--- src/rtl/pc_sequencer.sv ---
// Fetch/execute sequencer that drives the PC register's load/increment controls.
// Optional interrupt entry is enabled by defining PC_SEQUENCER_IRQ_EN.
module pc_sequencer #(
  parameter int unsigned   n         = 32,
  parameter logic [n-1:0]  RESET_VEC = '0,
  parameter int unsigned   TIMEOUT   = 16,
  parameter logic [n-1:0]  IRQ_VEC   = n'(32'h100)
) (
  input  logic         clk,
  input  logic         rst,
  input  logic         start,
  input  logic [n-1:0] pc_cur,
  output logic         PCload,
  output logic         PCinc,
  output logic [n-1:0] PCdata,
  output logic         fetch_valid,
  input  logic         fetch_ready,
  input  logic         exec_done,
  input  logic         br_taken,
  input  logic [n-1:0] br_target,
  input  logic         halt_req,
`ifdef PC_SEQUENCER_IRQ_EN
  input  logic         irq,
  output logic         irq_ack,
  output logic [n-1:0] epc,
`endif
  output logic         busy,
  output logic         halted,
  output logic         err,
  output logic [n-1:0] retired
);

  localparam int unsigned   TW    = $clog2(TIMEOUT + 1);
  localparam logic [TW-1:0] TLAST = TW'(TIMEOUT - 1);
  localparam logic [TW-1:0] TONE  = TW'(1);
  localparam logic [n-1:0]  ONE   = n'(1);

  typedef enum logic [2:0] {S_IDLE, S_FETCH, S_EXEC, S_HALT, S_ERROR} state_t;

  state_t        state, nstate;
  logic [TW-1:0] tcnt, tcnt_nxt;
  logic          ret_inc;

`ifdef PC_SEQUENCER_IRQ_EN
  logic [n-1:0]  epc_nxt;
  logic          irq_take;
`endif

  always_ff @(posedge clk) begin
    if (rst) begin
      state   <= S_IDLE;
      retired <= '0;
      tcnt    <= '0;
`ifdef PC_SEQUENCER_IRQ_EN
      epc     <= '0;
`endif
    end else begin
      state <= nstate;
      tcnt  <= tcnt_nxt;
      if (ret_inc) retired <= retired + ONE;
`ifdef PC_SEQUENCER_IRQ_EN
      if (irq_take) epc <= epc_nxt;
`endif
    end
  end

  // Mealy PC controls are suppressed while rst is high so reset wins outright.
  always_comb begin
    nstate      = state;
    tcnt_nxt    = '0;
    ret_inc     = 1'b0;
    PCload      = 1'b0;
    PCinc       = 1'b0;
    PCdata      = '0;
    fetch_valid = 1'b0;
`ifdef PC_SEQUENCER_IRQ_EN
    irq_ack     = 1'b0;
    irq_take    = 1'b0;
    epc_nxt     = br_taken ? br_target : pc_cur + ONE;
`endif
    if (!rst) begin
      case (state)
        S_IDLE, S_HALT, S_ERROR: begin
          if (start) begin
            PCload = 1'b1;
            PCdata = RESET_VEC;
            nstate = S_FETCH;
          end
        end
        S_FETCH: begin
          fetch_valid = 1'b1;
          if (fetch_ready)        nstate = S_EXEC;
          else if (tcnt == TLAST) nstate = S_ERROR;
          else                    tcnt_nxt = tcnt + TONE;
        end
        S_EXEC: begin
          if (exec_done) begin
            if (halt_req) begin
              nstate = S_HALT;
            end
`ifdef PC_SEQUENCER_IRQ_EN
            else if (irq) begin
              PCload   = 1'b1;
              PCdata   = IRQ_VEC;
              irq_ack  = 1'b1;
              irq_take = 1'b1;
              ret_inc  = 1'b1;
              nstate   = S_FETCH;
            end
`endif
            else if (br_taken) begin
              PCload  = 1'b1;
              PCdata  = br_target;
              ret_inc = 1'b1;
              nstate  = S_FETCH;
            end else begin
              PCinc   = 1'b1;
              ret_inc = 1'b1;
              nstate  = S_FETCH;
            end
          end
        end
        default: nstate = S_IDLE;
      endcase
    end
  end

  assign busy   = (state == S_FETCH) || (state == S_EXEC);
  assign halted = (state == S_HALT);
  assign err    = (state == S_ERROR);

endmodule

--- config.mk ---
export PLATFORM = sky130hd
export DESIGN_NAME = pc_sequencer
export DESIGN_NICKNAME = d
export VERILOG_FILES = /design/src/rtl/pc_sequencer.sv
export SDC_FILE = /design/constraint.sdc
export NUM_CORES = 1
export LEC_CHECK = 0
export ABC_AREA = 1
export CAP_MARGIN = 20
export CORE_UTILIZATION = 36
export CTS_CLUSTER_SIZE = 16
export DETAILED_ROUTE_END_ITERATION = 10
export MAX_ROUTING_LAYER = met4
export PLACE_DENSITY = 0.78
export SLEW_MARGIN = 20
export SYNTH_ARGS = -nofsm -noshare
export SYNTH_HDL_FRONTEND = slang
export SYNTH_SLANG_ARGS = --single-unit
--- constraint.sdc ---
create_clock -name clk -period 2 [get_ports clk]
set_input_delay 0.6 -clock clk [delete_from_list [all_inputs] [get_ports clk]]
set_output_delay 0.6 -clock clk [all_outputs]
set_load 0.02 [all_outputs]
After elaboration in Yosys (flattened, before gate mapping)
Index checks and enable logic that the tools add are counted.
{"block": "totals", "regBits": 40, "output_inout_bits": 70, "word_cells": 47}
{"block": "op_classes", "add_sub_neg": 2, "n_eq_ne": 8, "n_mux": 28, "bitwise": 1, "reduce_logical": 5}
{"operator": "$mux W32", "count": 5}
{"operator": "$add A32 B1 Y32 const B", "count": 1}
{"operator": "$mux W1", "count": 16}
{"operator": "$mux W3", "count": 4}
{"operator": "$pmux W3 S3", "count": 1}
{"operator": "$eq A3 B2 Y1 const B", "count": 2}
{"operator": "$add A5 B1 Y5 const B", "count": 1}
{"operator": "$eq A5 B4 Y1 const B", "count": 1}
{"operator": "$ne A2 B2 Y1 const B", "count": 2}
{"operator": "$reduce_or A4 Y1", "count": 1}
{"operator": "$eq A3 B1 Y1 const B", "count": 1}
{"operator": "$eq A3 B3 Y1 const B", "count": 1}
{"operator": "$logic_not A3 Y1", "count": 1}
{"operator": "$ne A3 B3 Y1 const B", "count": 1}
{"operator": "$reduce_and A3 Y1", "count": 1}
{"operator": "$reduce_or A3 Y1", "count": 1}
{"operator": "$mux W2", "count": 1}
{"operator": "$pmux W1 S2", "count": 1}
{"operator": "$logic_or A1 B1 Y1", "count": 1}
{"operator": "$not A1 Y1", "count": 1}

Logic depth before layout (Yosys ltp)
Gate-level depths: netlist of the first run.
{"block": "depth", "depth_word": 5, "depth_mapped": 10, "mapped_depth_nobuf": 10}

Worst setup path after synthesis of the first run
Ideal clock, no wire load.
{"block": "synth_path", "kind": "input port to output port", "start": "in halt_req", "end": "out PCdata[10]", "arrival_time_ns": 1.647, "t_required_ns": 1.400, "slack_ns": -0.247, "stages": 8, "n_path_buf": 1, "path_cell_list": "inv_1 > nand2_1 > inv_1 > nand3_4 > inv_2 > nand2_2 > buf_6 > nor2_1"}
{"block": "synth_between", "elab_chain_cells": 4}
{"item": "from (decl)", "line_no": "21", "rtl": "input logic halt_req,"}
{"item": "$mux W32", "line_no": "98", "rtl": "if (halt_req) begin"}
{"item": "$mux W32", "line_no": "97", "rtl": "if (exec_done) begin"}
{"item": "$mux W32"}
{"item": "$mux W32", "line_no": "81", "rtl": "if (!rst) begin"}
{"item": "to (decl)", "line_no": "15", "rtl": "output logic [n-1:0] PCdata,"}
Every way passes these cells.

Worst setup path after layout of the first run
{"block": "layout_path", "start": "in rst", "end": "out PCdata[26]"}
{"block": "layout_between", "elab_chain_cells": 1}
{"item": "from (decl)", "line_no": "10", "rtl": "input logic rst,"}
{"item": "$mux W32", "line_no": "81"}
Every way passes these cells.

==> results of run 1 <==
[per-layer routing]
metal | up-vias | GRT usage | part of all wire
li1 | 1621 | - | -
met3 | 22 | 0.04147 | 0.087
met4 | 0 | 0.07601 | 0.024
met1 | 1386 | 0.2494 | 0.40
met5 | - | - | 0
met2 | 159 | 0.3904 | 0.49
[sequential cells by signal, summed over array words and instances (netlist names)]
name / cells
state: 3
tcnt: 5
retired: 32
[placed cells by master (no fill, tap or decap), types with 2 or more instances in the layout]
cell type	count
sky130_fd_sc_hd__nor2_1	87
sky130_fd_sc_hd__nand2_1	86
sky130_fd_sc_hd__inv_1	76
sky130_fd_sc_hd__clkdlybuf4s50_1	57
sky130_fd_sc_hd__buf_4	38
sky130_fd_sc_hd__dfxtp_1	38
sky130_fd_sc_hd__nor2_4	37
sky130_fd_sc_hd__buf_6	31
sky130_fd_sc_hd__nand3_1	22
sky130_fd_sc_hd__a21oi_1	13
sky130_fd_sc_hd__nand4_1	12
sky130_fd_sc_hd__dlymetal6s2s_1	8
sky130_fd_sc_hd__nor2_2	5
sky130_fd_sc_hd__o21ai_0	5
sky130_fd_sc_hd__clkbuf_8	5
sky130_fd_sc_hd__nand2_2	4
sky130_fd_sc_hd__xnor2_1	4
sky130_fd_sc_hd__nor3_1	4
sky130_fd_sc_hd__inv_2	3
sky130_fd_sc_hd__nand3_2	3
sky130_fd_sc_hd__and2_1	3
sky130_fd_sc_hd__ha_1	3
sky130_fd_sc_hd__nand3_4	2
sky130_fd_sc_hd__nand2_8	2
sky130_fd_sc_hd__xor2_1	2
sky130_fd_sc_hd__nor3b_1	2
sky130_fd_sc_hd__nor2_8	2
sky130_fd_sc_hd__nand3b_1	2
sky130_fd_sc_hd__buf_16	2
sky130_fd_sc_hd__dlygate4sd2_1	2
sky130_fd_sc_hd__buf_2	2
sky130_fd_sc_hd__buf_12	2
sky130_fd_sc_hd__dfxtp_2	2
[worst max-delay path, stage by stage]
cell and delay (ns):
sky130_fd_sc_hd__clkdlybuf4s15_2 0.21, sky130_fd_sc_hd__clkinvlp_4 0.10, sky130_fd_sc_hd__nand3_4 0.09, sky130_fd_sc_hd__inv_4 0.09
sky130_fd_sc_hd__nand2_8 0.09, sky130_fd_sc_hd__buf_16 0.19, sky130_fd_sc_hd__nor2_4 0.11, sky130_fd_sc_hd__buf_6 0.12
[logic make-up (layout without fill, tap and decap cells)]
kind of cell | count (synthesis) | after routing | synth area share
adder cells (fa/ha/maj) | 3 | 3 | 0.01419
AND/OR/NAND/NOR | 276 | 276 | 0.4754
buffers and inverters | 91 | 236 | 0.1419
XOR/XNOR | 6 | 6 | 0.01987
AO/OA/AOI/OAI | 23 | 23 | 0.04589
flip-flops | 40 | 40 | 0.3027
[power by group through the flow]
stage                     Sequential, W  Clock (W)  Combinational (W)
after floorplan                0.000844          0           0.000184
after CTS                      0.000824   0.000666           0.000383
final                          0.000825   0.000654           0.000416
after detailed placement       0.000842          0           0.000382
after global placement         0.000842          0           0.000372
after global routing           0.000827   0.000711           0.000450
[stage by stage]
step / TNS (ns) / worst slack, ns / total power, W
after floorplan: -0.01965 / -0.009825 / 0.001029
after global placement: -38.02 / -1.008 / 0.001214
after detailed placement: -40.01 / -1.061 / 0.001224
after CTS: -6.792 / -0.2474 / 0.001873
after global routing: -7.780 / -0.2693 / 0.001989
final: -5.796 / -0.2124 / 0.001895
[worst min path at each step]
| stage | from | endpoint | depth (start not counted) | slack, ns |
|---|---|---|---|---|
| final | tcnt[0] | tcnt[0] | 1 | 0.46 |
| after global routing | tcnt[0] | tcnt[0] | 1 | 0.50 |
| after CTS | tcnt[0] | tcnt[0] | 1 | 0.45 |
| after detailed placement | tcnt[0] | tcnt[0] | 1 | 0.44 |
| after global placement | tcnt[0] | tcnt[0] | 1 | 0.43 |
| after floorplan | tcnt[0] | tcnt[0] | 1 | 0.42 |
[final cells by class]
cell class | instances | area (µm²) | share of cell area
inverters | 83 | 339.1 | 0.07388
clock inverters | 2 | 35.03 | 0.007634
flip-flops and latches | 40 | 803.3 | 0.1750
clock buffers | 6 | 72.57 | 0.01581
repair buffers | 145 | 1459 | 0.3179
well taps | 96 | 120.1 | 0.02617
multi-input cells | 308 | 1760 | 0.3836
[what timing repair did]
| item | 4_1_cts | 5_1_grt |
|---|---|---|
| cloned | 2 | 0 |
| pin swaps | 4 | 10 |
| resized for setup | 236 | 22 |
| endpoints found under the setup margin | 42 | 45 |
| setup buffers | 5 | 4 |
==> metrics.log, run 1 <==
[metrics] via count of the routed design: about 3200
[metrics] cell type with the highest aggregate area in the netlist: sky130_fd_sc_hd__dfxtp_1
[metrics] time the worst path needs with I/O delays and setup: between 2 and 2.5 ns
[metrics] logic depth of the worst register-to-register path: 13
[metrics] worst flop-to-flop path endpoint: retired[24]
[metrics] Final Worst Setup Slack: -0.2124 ns
[metrics] final hold viol count: 0
[metrics] Mapped Area: approximately 0.0026 mm²
[metrics] share of final-layout standard cells stronger than drive strength 1: 0.2586
[metrics] initial antenna violation count: 0
[metrics] number of global-route vias before repair: just under 3000
[metrics] CTS tree: built
[metrics] RSZ-0062 raised after global routing: true
[metrics] first element of the critical path: rst
[metrics] Required @ worst endpoint: roughly 1.4 ns
[metrics] Post-synth EDFFs: 0
[metrics] Clock Skews: 0.005787 ns
[metrics] fraction of synthesis flops using an asynchronous set or reset pin: 0
[metrics] placed cell count: about 660
[metrics] portion of total power attributed to sequential cells: 0.436
[metrics] maximum number of buffers from clock root to sink: 2
[metrics] number of fill cells in the layout: 576
[metrics] remaining number of nets flagged by the antenna check after routing: 0
[metrics] switching power total: between 0.0005 and 0.0006 W
[metrics] final cell count without fillers: 680
[metrics] part of the Yosys area used for sequential elements: 0.3027
[metrics] number of violations reported at the end of detailed-routing iteration 0: around 170
[metrics] number of max-slew violations in the final report: 0
[metrics] leakage component of the power: about 2.1 nW
[metrics] final-layout worst hold slack: between 0.4 and 0.5 ns
[metrics] number of nets in the final layout: 657
[metrics] final period utilization: 1.106
[metrics] number of flip-flops and latches in the synthesized netlist: 40
[metrics] total number of H-tree levels: 2
[metrics] violations in the final reports: setup timing
[metrics] root cell of the clock tree: sky130_fd_sc_hd__clkbuf_8
[metrics] area of placed instances: roughly 0.0043 mm²
[metrics] GRT overflow: 0
[metrics] Gate Count Post-Synth: approximately 440
[metrics] ports placed on the boundary: roughly 140
[metrics] portion of total power attributed to the clock network: 0.345
[metrics] Via-to-Cell Ratio: between 4 and 5
[metrics] final-report setup violation count: 34
[metrics] VDD IR max: 0.3693 mV
[metrics] clock transition at the register clock pins on the worst setup and hold paths after CTS: 0.08 ns
[metrics] maximum number of pins on one net before global-route repair: 33
[metrics] type of the worst setup path: in -> out
[metrics] Power Internal: roughly 0.0014 W
[metrics] combinational power share: 0.219
[metrics] Worst R2R Start: state[2]
[metrics] Die Wd: between 80 and 90 µm
[metrics] Tightest Pin Transition: 0.3410 ns
[metrics] layout overhead on the synthesized area: 73.51%
[metrics] Post-CTS Hold Fix Bufs: 0
[metrics] Final Instance Area: 0.004589 mm²
[metrics] antenna diode count: 0
[metrics] leading post-synthesis cells by cell area: sky130_fd_sc_hd__dfxtp_1, sky130_fd_sc_hd__nor2_1, sky130_fd_sc_hd__nand2_1
[metrics] # Max-Cap Violations: 0
[metrics] power per cell area: about 410 mW/mm²
[metrics] result of the run: finished, violations left
[metrics] Min-Delay Path Class: reg -> reg
[metrics] worst-case register-to-register setup slack: ~0.23 ns
[metrics] area fraction of the dominant cell type after synthesis: 0.3027
[metrics] Critical Path Sink: PCdata[26]
[metrics] number of distinct library cells after synthesis: 31
[metrics] mean instance size in the synthesized netlist: 6.025 µm²
[metrics] Switching Share: 0.2710
[metrics] GRT Total Usage: 0.2215
[metrics] category of the worst setup path launch point: input pin
[metrics] count of TritonRoute iterations in the first routing pass: 5
[metrics] core region area: a little under 0.007 mm²
[metrics] quantity of I/O buffers inserted on ports: 108
[metrics] post-DP HPWL: between 6 and 7 mm
[metrics] slew margin rel.: 0.7727
[metrics] CP max FO: 8
[metrics] number of buffers created by CTS: 5
[metrics] most frequently used flop master after synthesis: sky130_fd_sc_hd__dfxtp_1
[metrics] Total Die Area: 0.007694 mm²
[metrics] Routed WL: 8.228 mm
[metrics] most frequently used cell type in the post-synthesis netlist: sky130_fd_sc_hd__nor2_1
[metrics] final weighted congestion in routability-driven placement: around 0.93
[metrics] final design utilization: 0.6609
[metrics] Starting Density: 0.3809
[metrics] std cell rows: 30
[metrics] die height: ~88 µm
[metrics] routed wire length per instance: about 12 µm
[metrics] clock network latency to the later pin of the worst-skew pair: ~0.29 ns
[metrics] Peak Freq: approximately 450 MHz
[metrics] nature of the critical path endpoint: output pin
[metrics] wire length of the first global-routing pass: about 13 mm
[metrics] leading cell types by count after synthesis: sky130_fd_sc_hd__nor2_1, sky130_fd_sc_hd__nand2_1, sky130_fd_sc_hd__inv_1
[metrics] arrival time of the worst setup path: approximately 1.6 ns
[metrics] Synthesis Warnings: 0
[metrics] nets in the synthesized netlist: a little over 500
[metrics] total number of clock tree sinks: 40
[metrics] DRC errors left: 0
(Power assumes the default switching activity.)
==> run 2, diff against run 1 <==
--- a/config.mk
+++ b/config.mk
@@ -12,6 +12,7 @@
 export DETAILED_ROUTE_END_ITERATION = 10
 export MAX_ROUTING_LAYER = met4
 export PLACE_DENSITY = 0.78
+export RECOVER_POWER = 50
 export SLEW_MARGIN = 20
 export SYNTH_ARGS = -nofsm -noshare
 export SYNTH_HDL_FRONTEND = slang
==> metrics.log, run 2 (same netlist as run 1, synthesis figures left out) <==
[metrics] Total Die Area: 0.007694 mm² (unchanged)
[metrics] Peak Freq: 451.8 MHz (was 452.0 MHz)
[metrics] Most flops, register: retired (unchanged)
[metrics] leakage component of the power: 1.910 nW (was 2.087 nW)
[metrics] DRC errors left: 0 (unchanged)
[metrics] time the worst path needs with I/O delays and setup: 2.213 ns (was 2.212 ns)
[metrics] GRT Total Usage: 0.2215 (unchanged)
[metrics] layout overhead on the synthesized area: 69.82% (was 73.51%)
[metrics] Die Wd: 87.72 µm (unchanged)
[metrics] Routed WL: 8.306 mm (was 8.228 mm)
[metrics] # Max-Cap Violations: 0 (unchanged)
[metrics] RSZ-0062 raised after global routing: true (unchanged)
[metrics] final hold viol count: 0 (unchanged)
[metrics] core region area: 0.006944 mm² (unchanged)
[metrics] commonest non-fill, non-tap cells in the layout: sky130_fd_sc_hd__nor2_1, sky130_fd_sc_hd__nand2_1, sky130_fd_sc_hd__inv_1 (unchanged)
[metrics] Clock Skews: 0.005772 ns (was 0.005787 ns)
[metrics] ports placed on the boundary: 141 (unchanged)
[metrics] number of violations reported at the end of detailed-routing iteration 0: 177 (was 165)
[metrics] wire length of the first global-routing pass: 13.06 mm (unchanged)
[metrics] Tightest Pin Transition: 0.5275 ns (was 0.3410 ns)
[metrics] final design utilization: 0.6468 (was 0.6609)
[metrics] number of max-slew violations in the final report: 0 (unchanged)
[metrics] Critical Path Sink: PCdata[26] (unchanged)
[metrics] nature of the critical path endpoint: output pin (unchanged)
[metrics] most frequent standard cell in the layout excluding fill and tap cells: sky130_fd_sc_hd__nor2_1 (unchanged)
[metrics] category of the worst setup path launch point: input pin (unchanged)
[metrics] initial antenna violation count: 0 (unchanged)
[metrics] worst-case register-to-register setup slack: -0.12 ns (was 0.23 ns)
[metrics] total number of clock tree sinks: 40 (unchanged)
[metrics] clock network latency to the later pin of the worst-skew pair: 0.29 ns (about the same)
[metrics] CP max FO: 8 (unchanged)
[metrics] Post-CTS Hold Fix Bufs: 0 (unchanged)
[metrics] Via-to-Cell Ratio: 4.674 (was 4.688)
[metrics] worst flop-to-flop path endpoint: retired[21] (was retired[24])
[metrics] routed wire length per instance: 12.21 µm (was 12.10 µm)
[metrics] count of TritonRoute iterations in the first routing pass: 5 (unchanged)
[metrics] share of final-layout standard cells stronger than drive strength 1: 0.2483 (was 0.2586)
[metrics] number of global-route vias before repair: 2976 (unchanged)
[metrics] Starting Density: 0.3809 (unchanged)
[metrics] antenna diode count: 0 (unchanged)
[metrics] Required @ worst endpoint: 1.40 ns (about the same)
[metrics] Min-Delay Path Class: reg -> reg (unchanged)
[metrics] std cell rows: 30 (unchanged)
[metrics] logic depth of the worst register-to-register path: 12 (was 13)
[metrics] pre-CTS setup slack: -1.061 ns (unchanged)
[metrics] arrival time of the worst setup path: 1.61 ns (about the same)
[metrics] clock transition at the register clock pins on the worst setup and hold paths after CTS: 0.08 ns (about the same)
[metrics] total number of H-tree levels: 2 (unchanged)
[metrics] violations in the final reports: setup timing (unchanged)
[metrics] remaining number of nets flagged by the antenna check after routing: 0 (unchanged)
[metrics] via count of the routed design: 3178 (was 3188)
[metrics] root cell of the clock tree: sky130_fd_sc_hd__clkbuf_8 (unchanged)
[metrics] maximum number of pins on one net before global-route repair: 33 (unchanged)
[metrics] post-DP HPWL: 6.207 mm (unchanged)
[metrics] result of the run: finished, violations left (unchanged)
[metrics] final-report setup violation count: 37 (was 34)
[metrics] VDD IR max: 0.3682 mV (was 0.3693 mV)
[metrics] final weighted congestion in routability-driven placement: 0.9266 (unchanged)
[metrics] Largest regs: retired (32), tcnt (5), state (3) (unchanged)
[metrics] number of nets in the final layout: 657 (unchanged)
[metrics] number of flip-flops under the largest register name: 32 (unchanged)
[metrics] slew margin rel.: 0.6484 (was 0.7727)
[metrics] Worst R2R Start: state[2] (unchanged)
[metrics] CTS tree: built (unchanged)
[metrics] final-layout worst hold slack: 0.4586 ns (was 0.4587 ns)
[metrics] Final Worst Setup Slack: -0.2132 ns (was -0.2124 ns)
[metrics] type of the worst setup path: in -> out (unchanged)
[metrics] first element of the critical path: rst (unchanged)
[metrics] GRT overflow: 0 (unchanged)
[metrics] power per cell area: 421.2 mW/mm² (was 413.0 mW/mm²)
[metrics] maximum number of buffers from clock root to sink: 2 (unchanged)
[metrics] final period utilization: 1.107 (was 1.106)
[metrics] die height: 87.72 µm (unchanged)
[metrics] number of buffers created by CTS: 5 (unchanged)
[metrics] quantity of I/O buffers inserted on ports: 108 (unchanged)
run 2: critical path: stages:
cell and delay [ns]:
sky130_fd_sc_hd__clkdlybuf4s15_2 0.21, sky130_fd_sc_hd__clkinvlp_4 0.11, sky130_fd_sc_hd__nand3_4 0.09, sky130_fd_sc_hd__inv_4 0.09, sky130_fd_sc_hd__nand2_8 0.09, sky130_fd_sc_hd__buf_16 0.19, sky130_fd_sc_hd__nor2_4 0.11, sky130_fd_sc_hd__buf_6 0.12
run 2: per-layer routing:
layer  wire (µm)  GRT usage  vias to the layer above
met5           0          -                        -
met4         184    0.07601                        0
met3         746    0.04147                       18
met2        4066     0.3904                      150
met1        3308     0.2494                     1390
li1            -          -                     1620
run 2: how the worst min path moves through the flow:
stage / slack (ns) / to / depth (start not counted) / from
2_1_floorplan: 0.42 / tcnt[0] / 1 / tcnt[0]
3_3_place_gp: 0.43 / tcnt[0] / 1 / tcnt[0]
3_5_place_dp: 0.44 / tcnt[0] / 1 / tcnt[0]
4_1_cts: 0.45 / tcnt[0] / 1 / tcnt[0]
5_1_grt: 0.50 / tcnt[0] / 1 / tcnt[0]
6_report: 0.46 / tcnt[0] / 1 / tcnt[0]
run 2: stage by stage:
stage / instances / total power [W] / instance area [µm²] / TNS, ns
finish: 680 / 0.001892 / 4492 / -6.065
global route: 680 / 0.001983 / 4492 / -8.717
CTS: 677 / 0.001873 / 4533 / -6.792
detailed placement: 662 / 0.001224 / 4282 / -40.01
global placement: 662 / 0.001214 / 4282 / -38.02
floorplan: 439 / 0.001029 / 2938 / -0.01965
run 2: power by group:
part	internal (W)	switching, W
Combinational	0.000197	0.000214
Clock	0.000370	0.000285
Sequential	0.000811	0.0000145
run 2: cell type report:
class                           count  area (µm²)
Sequential cell                    40       803.3
Timing Repair Buffer              145        1381
Tap cell                           96       120.1
Clock inverter                      2       35.03
Multi-Input combinational cell    308        1740
Clock buffer                        6       72.57
Fill cell                         595        2452
Inverter                           83       339.1
run 2: repair_timing:
item	in CTS	in global routing
pin swaps	4	10
buffers inserted	5	4
gates cloned	2	0
resized for setup	236	22
endpoints found under the setup margin	42	45
==> run 3, diff against run 2 <==
--- a/config.mk
+++ b/config.mk
@@ -8,7 +8,6 @@
 export ABC_AREA = 1
 export CAP_MARGIN = 20
 export CORE_UTILIZATION = 36
-export CTS_CLUSTER_SIZE = 16
 export DETAILED_ROUTE_END_ITERATION = 10
 export MAX_ROUTING_LAYER = met4
 export PLACE_DENSITY = 0.78
==> results of run 3 <==
Final layout, timing and power as in run 2 (identical DEF).
